--- src/rtl/sdc_spi_pkg.sv ---
// Shared types and helpers for the sdc_spi_gen SPI master.
// Bytes go out least-significant first, each MSB first; byte-swapping lets one MSB-first shifter do both.
package sdc_spi_pkg;

    typedef enum logic [1:0] {
        LEN_8   = 2'b00,
        LEN_16  = 2'b01,
        LEN_32  = 2'b10,
        LEN_RSV = 2'b11
    } len_e;

    typedef enum logic [1:0] {
        IDLE,
        LOW,
        HIGH
    } state_e;

    localparam int unsigned BITS_8  = 8;
    localparam int unsigned BITS_16 = 16;
    localparam int unsigned BITS_32 = 32;

    function automatic logic [5:0] len_bits(input len_e l);
        case (l)
            LEN_16:  return 6'(BITS_16);
            LEN_32:  return 6'(BITS_32);
            default: return 6'(BITS_8);
        endcase
    endfunction

    function automatic logic [31:0] bswap(input logic [31:0] w);
        return {w[7:0], w[15:8], w[23:16], w[31:24]};
    endfunction

    // Received bits arrive in serial order at the LSB; left-align, then undo the byte order.
    function automatic logic [31:0] rx_order(input logic [31:0] sr, input len_e l);
        logic [31:0] al;
        case (l)
            LEN_16:  al = {sr[15:0], 16'h0};
            LEN_32:  al = sr;
            default: al = {sr[7:0], 24'h0};
        endcase
        return bswap(al);
    endfunction

endpackage

--- src/rtl/sdc_spi_gen_if.sv ---
// CPU-side request/response bundle for sdc_spi_gen.
interface sdc_spi_gen_if #(
    parameter int unsigned DIVW = 8
);
    logic            start;
    logic [1:0]      len;
    logic [DIVW-1:0] div;
    logic [2:0]      cs_sel;
    logic            cs_hold;
    logic [31:0]     dataTx;
    logic [31:0]     dataRx;
    logic            rdy;

    modport master (
        output start, len, div, cs_sel, cs_hold, dataTx,
        input  dataRx, rdy
    );

    modport slave (
        input  start, len, div, cs_sel, cs_hold, dataTx,
        output dataRx, rdy
    );
endinterface

--- src/rtl/sdc_spi_clkgen.sv ---
// SCLK half-period counter: counts 0..div while enabled and pulses half_end on the last count.
module sdc_spi_clkgen #(
    parameter int unsigned DIVW = 8
) (
    input  logic            clk,
    input  logic            rst_n,
    input  logic            clear,
    input  logic            en,
    input  logic [DIVW-1:0] div,
    output logic            half_end
);
    logic [DIVW-1:0] cnt;

    assign half_end = en && (cnt == div);

    always_ff @(posedge clk or negedge rst_n) begin
        if (!rst_n) begin
            cnt <= '0;
        end else if (clear || half_end) begin
            cnt <= '0;
        end else if (en) begin
            cnt <= cnt + DIVW'(1);
        end
    end
endmodule

--- src/rtl/sdc_spi_gen.sv ---
// MODE 0 SPI master with 8/16/32-bit words, runtime SCLK divider and NCS chip selects.
module sdc_spi_gen
    import sdc_spi_pkg::*;
#(
    parameter int unsigned NCS  = 2,
    parameter int unsigned DIVW = 8
) (
    input  logic           clk,
    input  logic           rst_n,
    sdc_spi_gen_if.slave   bus,
    output logic           sclk,
    output logic           mosi,
    input  logic           miso,
    output logic [NCS-1:0] cs_n
);
    state_e          state, state_n;
    len_e            len_q;
    logic [DIVW-1:0] div_q;
    logic            hold_q;
    logic [31:0]     tx_sr;
    logic [31:0]     rx_sr;
    logic [31:0]     rx_q;
    logic [5:0]      bit_cnt;
    logic            accept;
    logic            half_end;
    logic            last_bit;

    assign accept   = (state == IDLE) && bus.start;
    assign last_bit = (bit_cnt == (len_bits(len_q) - 6'd1));

    sdc_spi_clkgen #(.DIVW(DIVW)) u_clkgen (
        .clk      (clk),
        .rst_n    (rst_n),
        .clear    (accept),
        .en       (state != IDLE),
        .div      (div_q),
        .half_end (half_end)
    );

    always_ff @(posedge clk or negedge rst_n) begin
        if (!rst_n) state <= IDLE;
        else        state <= state_n;
    end

    always_comb begin
        state_n = state;
        case (state)
            IDLE:    if (bus.start) state_n = LOW;
            LOW:     if (half_end)  state_n = HIGH;
            HIGH:    if (half_end)  state_n = last_bit ? IDLE : LOW;
            default: state_n = IDLE;
        endcase
    end

    always_ff @(posedge clk or negedge rst_n) begin
        if (!rst_n) begin
            len_q   <= LEN_8;
            div_q   <= '0;
            hold_q  <= 1'b0;
            tx_sr   <= '1;
            rx_sr   <= '0;
            rx_q    <= '0;
            bit_cnt <= '0;
            cs_n    <= '1;
        end else if (accept) begin
            len_q   <= len_e'(bus.len);
            div_q   <= bus.div;
            hold_q  <= bus.cs_hold;
            tx_sr   <= bswap(bus.dataTx);
            rx_sr   <= '0;
            bit_cnt <= '0;
            // A new select always replaces any select held from the previous transfer.
            cs_n    <= (32'(bus.cs_sel) < NCS) ? ~(NCS'(1) << bus.cs_sel) : '1;
        end else if (half_end && (state == LOW)) begin
            rx_sr <= {rx_sr[30:0], miso};
        end else if (half_end && (state == HIGH)) begin
            if (last_bit) begin
                rx_q  <= rx_order(rx_sr, len_q);
                tx_sr <= '1;
                if (!hold_q) cs_n <= '1;
            end else begin
                tx_sr   <= {tx_sr[30:0], 1'b1};
                bit_cnt <= bit_cnt + 6'd1;
            end
        end
    end

    assign sclk       = (state == HIGH);
    assign mosi       = (state == IDLE) ? 1'b1 : tx_sr[31];
    assign bus.rdy    = (state == IDLE);
    assign bus.dataRx = rx_q;
endmodule

--- src/flat_wrapper.sv ---
// flat-port wrapper written by rule: the top's interface ports become plain ports
module sdc_spi_gen_flat import sdc_spi_pkg::*;
#(
    parameter int unsigned NCS  = 2,
    parameter int unsigned DIVW = 8
)
  (clk, rst_n, sclk, mosi, miso, cs_n, bus_start, bus_len, bus_div, bus_cs_sel, bus_cs_hold, bus_dataTx, bus_dataRx, bus_rdy);
  sdc_spi_gen_if #(.DIVW(DIVW)) bus_i ();
  input  logic clk;
  input  logic rst_n;
  output logic sclk;
  output logic mosi;
  input  logic miso;
  output logic [NCS-1:0] cs_n;
  input wire logic [$bits(bus_i.start)-1:0] bus_start;
  input wire logic [$bits(bus_i.len)-1:0] bus_len;
  input wire logic [$bits(bus_i.div)-1:0] bus_div;
  input wire logic [$bits(bus_i.cs_sel)-1:0] bus_cs_sel;
  input wire logic [$bits(bus_i.cs_hold)-1:0] bus_cs_hold;
  input wire logic [$bits(bus_i.dataTx)-1:0] bus_dataTx;
  output wire logic [$bits(bus_i.dataRx)-1:0] bus_dataRx;
  output wire logic [$bits(bus_i.rdy)-1:0] bus_rdy;
  assign bus_i.start = bus_start;
  assign bus_i.len = bus_len;
  assign bus_i.div = bus_div;
  assign bus_i.cs_sel = bus_cs_sel;
  assign bus_i.cs_hold = bus_cs_hold;
  assign bus_i.dataTx = bus_dataTx;
  assign bus_dataRx = bus_i.dataRx;
  assign bus_rdy = bus_i.rdy;
  sdc_spi_gen #(.NCS(NCS), .DIVW(DIVW)) u_core (.clk(clk), .rst_n(rst_n), .bus(bus_i), .sclk(sclk), .mosi(mosi), .miso(miso), .cs_n(cs_n));
endmodule
--- config.mk ---
export PLATFORM = sky130hd
export DESIGN_NAME = sdc_spi_gen_flat
export DESIGN_NICKNAME = d
export VERILOG_FILES = /design/src/rtl/sdc_spi_pkg.sv /design/src/rtl/sdc_spi_gen_if.sv /design/src/rtl/sdc_spi_clkgen.sv /design/src/rtl/sdc_spi_gen.sv /design/src/flat_wrapper.sv
export SDC_FILE = /design/constraint.sdc
export NUM_CORES = 1
export LEC_CHECK = 0
export ABC_AREA = 1
export BUFFER_PORTS_ARGS = -buffer_cell sky130_fd_sc_hd__clkbuf_2
export CORE_MARGIN = 10
export CORE_UTILIZATION = 30
export CTS_BUF_LIST = sky130_fd_sc_hd__clkbuf_4 sky130_fd_sc_hd__clkbuf_8
export CTS_CLUSTER_SIZE = 24
export DETAILED_ROUTE_END_ITERATION = 8
export PLACE_DENSITY = 0.46
export SETUP_SLACK_MARGIN = 0.3
export SKIP_CTS_REPAIR_TIMING = 1
export SYNTH_ARGS = -nofsm -noshare
export SYNTH_HDL_FRONTEND = slang
export SYNTH_SLANG_ARGS = --single-unit
--- constraint.sdc ---
create_clock -name clk -period 1.9 [get_ports clk]
set_input_delay 0.285 -clock clk [delete_from_list [all_inputs] [get_ports clk]]
set_output_delay 0.285 -clock clk [all_outputs]
set_load 0.01 [all_outputs]
==> impl_metrics.yaml, run 1 <==
global_route:
  grt_pass1_vias: 5440
  grt_overflow: 0
  grt_use_total_pct: 12.2
  antenna_found_initial: 0
  grt_pass1_wl_um: 28300
  grt_max_degree: 54
routing:
  drt_iter0_drc: 282
  drc: 0
  via_count: 5408
  wl_per_cell_um: 14.7
  dr.pass1.iters: 5
  wirelength_um: 18000
  final_antenna_net_count: 0
  vias_per_cell: 4.40
cts:
  numClockSinks: 125
  clk_latency_ns: 0.45
  root_buffer: "clkbuf_8"
  ctsHtreeMaxLevel: 4
  clk_path_buf_depth: 2
  cts_tree: "yes"
  cts_buffers: 17
  path_clk_slew_ns: 0.07
critical_path:
  cp_common_cell: "nand2_2"
  cpMaxStageDelayCell: "dfrtp_1"
  r2r_end: "u_core.bus.dataRx[21]"
  cp_cell_sequence: "inv_2 -> nand2_2 -> nand2_2 -> inv_2 -> nor2_4 -> nand2_4 -> nor2_8 -> nand3_4 -> buf_12 -> clkbuf_16 -> nand2_2 -> o21ai_2"
  rrSetupSlack_ns: 0.16
  cp_max_fo: 9
  crit_path_end_kind: "flop"
  r2r-start: "u_core.u_clkgen.cnt[0]"
  crit_required_ns: 2.24
  path_class: "reg2reg"
  cp_top_family: "simple AND/OR/NAND/NOR gates"
  critPathMaxStageDelay_ns: 0.42
  reg2regPathDepth: 12
  path_buf_inv: 4
  worst_setup_path_start_kind: "flop"
  cp_data_arrival_time_ns: 2.09
logic_synthesis:
  synth_xor_xnor_area_share_pct: 1.87
  synth-seq-cells: 125
  synth.distinct_cells: 30
  postSynthCellCount: 817
  synth_top_family_by_area: "simple AND/OR/NAND/NOR gates"
  syn-num-nets: 871
  ys_seq_area_share_pct: 48.5
  synthMuxAreaShare_pct: 1.22
  synth_area_um2: 6540
  synth_compound_area_share_pct: 7.08
  synth.avg_cell_area_um2: 8.00
  yosysWarnings: 0
  yosys.area_share.simple_pct: 32.6
  synth-adder-area-share_pct: 0.765
timing:
  setup_violations: 0
  min_period_ns: 1.74
  timing.fmax_ghz: 0.574
  hold_viol_final: 0
  slew-limit-headroom_pct: 72.6
  grt_setup_unrepaired: "yes"
  finalCritPeriodShare_pct: 91.7
  final.setup_skew_ns: 0.0101
  worst_pin_slew_ns: 0.410
  hold-worst-slack_ns: 0.0348
  timing.setup.tns_ns: 0
  slew_viol_final: 0
placement:
  dp_hpwl_um: 12100
  port_buffers: 86
  gp_congestion: 0.781
die:
  pin_count: 87
  die_x_um: 168
  dieHeight_um: 168
  core-area_um2: 21200
  core.rowCount: 53
  die_area_um2: 28100
  start_util_pct: 30.8
power_and_ir_drop:
  power.total_mw: 7.50
  ir_drop_uv: 483
  p_leak_nw: 4.35
  power_density_nw_per_um2: 872
cells_and_area:
  nFillCells: 2181
  num_antenna_cells: 0
  synthToLayoutAreaGrowth_pct: 31.5
  nNetsFinal: 996
  drive_gt1_share_pct: 39.3
  utilization_pct: 40.5
worst_hold_path:
  hp-class: "in2reg"
  hold_end: "u_core.div_q[3]"
  holdPathStages: 3
  min_from: "bus_div[3]"
run_status:
  status: "finished clean"
job:
  maxCapViolations: 0
stage by stage:
stage               setup WS, ns  instances  cell area, um^2
finish                     0.157       1230             8600
floorplan                  0.180        817             6560
global route              0.0607       1230             8600
CTS                       0.0438       1200             7800
detailed placement        0.0911       1168             7380
global placement           0.155       1168             7380
synth_stat cells:
master,count,share of area [%]
buf_2,17,1.3
nor2_1,101,5.8
nand2_4,1,0.17
xor2_1,12,1.6
ha_1,4,0.77
inv_2,11,0.63
nor2_2,1,0.096
o21ai_2,32,4.3
nand3b_1,19,2.2
or2_1,1,0.096
buf_4,8,0.92
clkbuf_1,8,0.46
o21ai_0,14,1.1
nand2_1,276,16
mux2i_1,8,1.2
nand2_2,32,3.1
nand3_4,1,0.27
nor2_8,1,0.31
xnor2_1,2,0.27
dfstp_2,34,14
dfrtp_1,91,35
o22ai_1,16,1.5
o21ai_1,1,0.076
nand3_1,35,2.7
inv_1,63,3.6
buf_6,6,1.0
o211ai_1,1,0.11
or2_2,17,1.6
nor2_4,2,0.34
nor3_1,2,0.15
logic make-up after synthesis:
family	count (synthesis)
and+or+nand+nor	489
AOI/OAI and AO/OA	64
muxes	8
xor gates and xnor gates	14
DFF	125
adders and majority gates	4
buffers and inverters	113
area by class of cell:
cell class / instances / area, um^2 / share of cell area (%)
multi-input combinational: 579 / 3110 / 36.2
clock inverter: 6 / 82.6 / 0.960
sequential: 125 / 3170 / 36.9
timing repair buffer: 145 / 1250 / 14.5
clock buffer: 26 / 333 / 3.87
tap: 275 / 344 / 4.00
inverter: 74 / 305 / 3.55
where the power goes:
part	internal [mW]	switching, mW
clock	1.39	1.09
sequential	3.00	0.210
combinational	0.772	1.04
total	5.17	2.33
worst register-to-register path, delay by kind of cell (launching register included):
kind | cells | cell delay, ns
AND/OR/NAND/NOR | 7 | 0.70
buffers and inverters | 4 | 0.47
flip-flops | 1 | 0.42
AO/OA/AOI/OAI | 1 | 0.04
placed cells by master, fill, tap and decap left out, types with 2 or more instances in the layout:
cell	count
nand2_1	238
dfrtp_1	89
nor2_1	86
clkbuf_2	82
nand2_2	58
inv_1	56
nand3_1	34
dfstp_2	34
o21ai_2	33
buf_4	26
clkbuf_8	22
nand3b_1	19
or2_2	16
o22ai_1	16
inv_2	15
buf_6	13
nand2_4	12
nor2_2	12
xor2_1	12
buf_12	12
o21ai_0	11
mux2i_1	8
clkbuf_16	8
nor2_4	6
clkbuf_4	4
o21ai_1	3
clkinv_2	3
buf_8	3
nor3_1	2
ha_1	2
ha_4	2
bufinv_16	2
dfrtp_2	2
worst max path at each step:
stage                                 from                     to  slack (ns)  depth (start not counted)
floorplan                  u_core.len_q[1]   u_core.bus.dataRx[3]        0.18                         10
global placement           u_core.len_q[0]   u_core.bus.dataRx[2]        0.16                          8
detailed placement         u_core.len_q[0]        u_core.tx_sr[2]        0.09                         14
CTS                        u_core.state[0]                   mosi        0.04                          5
global route               u_core.len_q[0]   u_core.bus.dataRx[2]        0.06                         11
finish              u_core.u_clkgen.cnt[0]  u_core.bus.dataRx[21]        0.16                         12
registers in the layout (all words and copies together), names as in the netlist:
register / count
u_core.cs_n: 2
u_core.bit_cnt: 6
u_core.len_q: 2
u_core.state: 2
u_core.u_clkgen.cnt: 8
u_core.bus.dataRx: 32
u_core.rx_sr: 32
u_core.tx_sr: 32
u_core.hold_q: 1
u_core.div_q: 8
routing by layer:
| metal | global-route usage, % | vias to the layer above | wire length, um | part of all wire [%] |
|---|---|---|---|---|
| li1 | - | 2780 | - | - |
| met1 | 15.8 | 2523 | 8430 | 47 |
| met2 | 19.7 | 89 | 8750 | 49 |
| met3 | 3.16 | 16 | 657 | 3.6 |
| met4 | 3.52 | 0 | 188 | 1.0 |
| met5 | 0 | - | 0 | 0 |
(Power assumes the default switching activity.)
==> run 2, diff against run 1 <==
- ABC_AREA: 1 -> not set
- GPL_ROUTABILITY_DRIVEN: not set -> 0
==> run 2 against run 1 <==
- register-to-register slack got worse by 0.14 ns
- critical path depth decreased by 4
- core utilization increased by 0.94 points
- combinational power decreased by 94%
- sequential cell count unchanged
- area after synthesis decreased by 11%
- critical endpoint is now u_core.bit_cnt[1]
- largest cell class unchanged
- clock skew about the same
- largest power group unchanged
==> impl_metrics.yaml, run 2 <==
critical_path:
  r2r-start: "u_core.len_q[0]"
  cp_data_arrival_time_ns: 2.22
  crit_required_ns: 2.24
  crit_path_end_kind: "flop"
  worst_setup_path_start_kind: "flop"
  path_class: "reg2reg"
  reg2regPathDepth: 8
  r2r_end: "u_core.bit_cnt[1]"
  rrSetupSlack_ns: 0.01
  cp_max_fo: 8
timing:
  slew_viol_final: 0
  slew-limit-headroom_pct: 52.2
  setup_violations: 0
  grt_setup_unrepaired: "yes"
  timing.fmax_ghz: 0.530
  post-route-worst-setup-slack_ns: 0.0142
  worst_pin_slew_ns: 0.717
  min_period_ns: 1.89
  final.setup_skew_ns: 0.00984
  hold_viol_final: 0
  timing.setup.tns_ns: 0
  finalCritPeriodShare_pct: 99.3
cells_and_area:
  num_antenna_cells: 0
  final_common_cell: "nand2_1"
  fin_cells: 1023
  drive_gt1_share_pct: 38.9
  final_cell_mix: "nand2_1, dfrtp_1, clkbuf_2"
  synthToLayoutAreaGrowth_pct: 34.3
  utilization_pct: 41.5
  nNetsFinal: 804
routing:
  final_antenna_net_count: 0
  drt_iter0_drc: 276
  dr.pass1.iters: 7
  wirelength_um: 16900
  vias_per_cell: 4.94
  drc: 0
  via_count: 5057
  wl_per_cell_um: 16.5
power_and_ir_drop:
  power_density_nw_per_um2: 665
  p_leak_nw: 3.34
  p_switching_mw: 1.29
  combPwrFrac_pct: 2.2
  p_int_mw: 3.92
  switching_share_pct: 24.8
  clock_power_share_pct: 46.8
  sequentialPowerShare_pct: 51.1
  ir_drop_uv: 440
die:
  dieHeight_um: 159
  die_area_um2: 25400
  die_x_um: 159
  pin_count: 87
  start_util_pct: 30.9
  core.rowCount: 50
  core-area_um2: 18900
logic_synthesis:
  synth_commonest_cells: "nand2_1, o21ai_0, dfrtp_1, a21oi_1, nor2_1"
  syn-num-nets: 698
  postSynthCellCount: 644
  yosysTopAreaCellShare_pct: 39.0
  ys_async_sr_fraction_pct: 100
  synth_area_um2: 5830
  synth.distinct_cells: 46
  ys_seq_area_share_pct: 54.3
  synth-edff-count: 0
  synth_top_cell_by_area: "dfrtp_1"
  ys.flop_type: "dfrtp_1"
  synth.avg_cell_area_um2: 9.06
  synth_area_leaders: "dfrtp_1, dfstp_2, o21ai_0, nand2_1, a21oi_1"
  synth-seq-cells: 125
  yosysWarnings: 0
  synth.most_common_cell: "nand2_1"
worst_hold_path:
  hp-class: "in2reg"
  holdPathStages: 3
  hold_end: "u_core.div_q[2]"
  min_from: "bus_div[2]"
cts:
  numClockSinks: 125
  cts_buffers: 17
  cts_tree: "yes"
  clk_path_buf_depth: 2
  ctsHtreeMaxLevel: 4
  clk_latency_ns: 0.45
  path_clk_slew_ns: 0.08
  root_buffer: "clkbuf_8"
placement:
  pre_cts_slack_ns: -0.0263
  port_buffers: 86
  placed_cells: 967
  dp_hpwl_um: 10300
global_route:
  antenna_found_initial: 0
  grt_overflow: 0
  grt_max_degree: 126
  grt_pass1_vias: 5054
  grt_use_total_pct: 12.4
  grt_pass1_wl_um: 26300
run_status:
  status: "finished clean"
job:
  maxCapViolations: 0
## run 2: changes by cell type in the layout (fill, tap and decap cells not counted), moves of 19 or more
cell | previous run | this run
a21oi_1 | 0 | 72
o21ai_0 | 11 | 30
o21ai_1 | 3 | 50
nand2_2 | 58 | 1
nand3_1 | 34 | 5
nand2_1 | 238 | 108
inv_1 | 56 | 6
nor2_1 | 86 | 45
## run 2: worst max-delay path by stage
stage / startpoint / endpoint / cells past startpoint
floorplan: u_core.len_q[1] / u_core.bit_cnt[5] / 7
global placement: u_core.len_q[0] / u_core.bit_cnt[1] / 8
detailed placement: u_core.len_q[0] / u_core.bus.dataRx[28] / 8
CTS: u_core.len_q[0] / u_core.bus.dataRx[28] / 8
global route: u_core.len_q[0] / u_core.bit_cnt[1] / 8
finish: u_core.len_q[0] / u_core.bit_cnt[1] / 8
## run 2: stage by stage
| step | hold WS [ns] | cell area (um^2) | power (mW) |
|---|---|---|---|
| floorplan | -0.0106 | 5940 | 2.71 |
| global placement | 0.455 | 6710 | 2.83 |
| detailed placement | 0.462 | 6710 | 2.83 |
| CTS | -0.0328 | 7120 | 5.30 |
| global route | 0.00938 | 7830 | 5.45 |
| finish | 0.0307 | 7830 | 5.21 |
## run 2: final cells by class
type                    instances  area (um^2)
clock buffers                  17          234
clock inverters                15          175
fillers                      1925        11100
inverters                       8         30.0
multi-input cells             461         2790
flip-flops and latches        125         3180
well taps                     260          325
repair buffers                137         1100
## run 2: cell families after synthesis
group                    after synthesis  share of synthesized area (%)
AO/OA/AOI/OAI                        239                           22.9
XOR/XNOR                              15                           2.25
adder cells (fa/ha/maj)                4                          0.858
buffers and inverters                 59                           4.59
flip-flops                           125                           54.3
multiplexers                           1                          0.172
AND/OR/NAND/NOR                      201                           14.9
## run 2: per-layer routing
metal | vias up | track usage (%) | wire length, um
met2 | 103 | 18.8 | 7980
met3 | 13 | 3.59 | 698
met5 | - | 0 | 0
met1 | 2491 | 16.7 | 8080
met4 | 0 | 3.54 | 133
li1 | 2450 | - | -
## run 2: power by group through the flow
stage / logic, mW / clock network (mW) / registers [mW]
floorplan: 0.000804 / 0 / 2.71
global placement: 0.114 / 0 / 2.71
detailed placement: 0.115 / 0 / 2.71
CTS: 0.115 / 2.52 / 2.66
global route: 0.131 / 2.65 / 2.66
finish: 0.114 / 2.44 / 2.66
## run 2: critical path, stage by stage (launching register included)
cell	delay, ns
dfrtp_1	0.40
inv_2	0.08
ha_4	0.20
xor2_1	0.15
o2111a_2	0.18
a2111oi_4	0.37
buf_6	0.18
mux2i_1	0.18
nor2_1	0.05
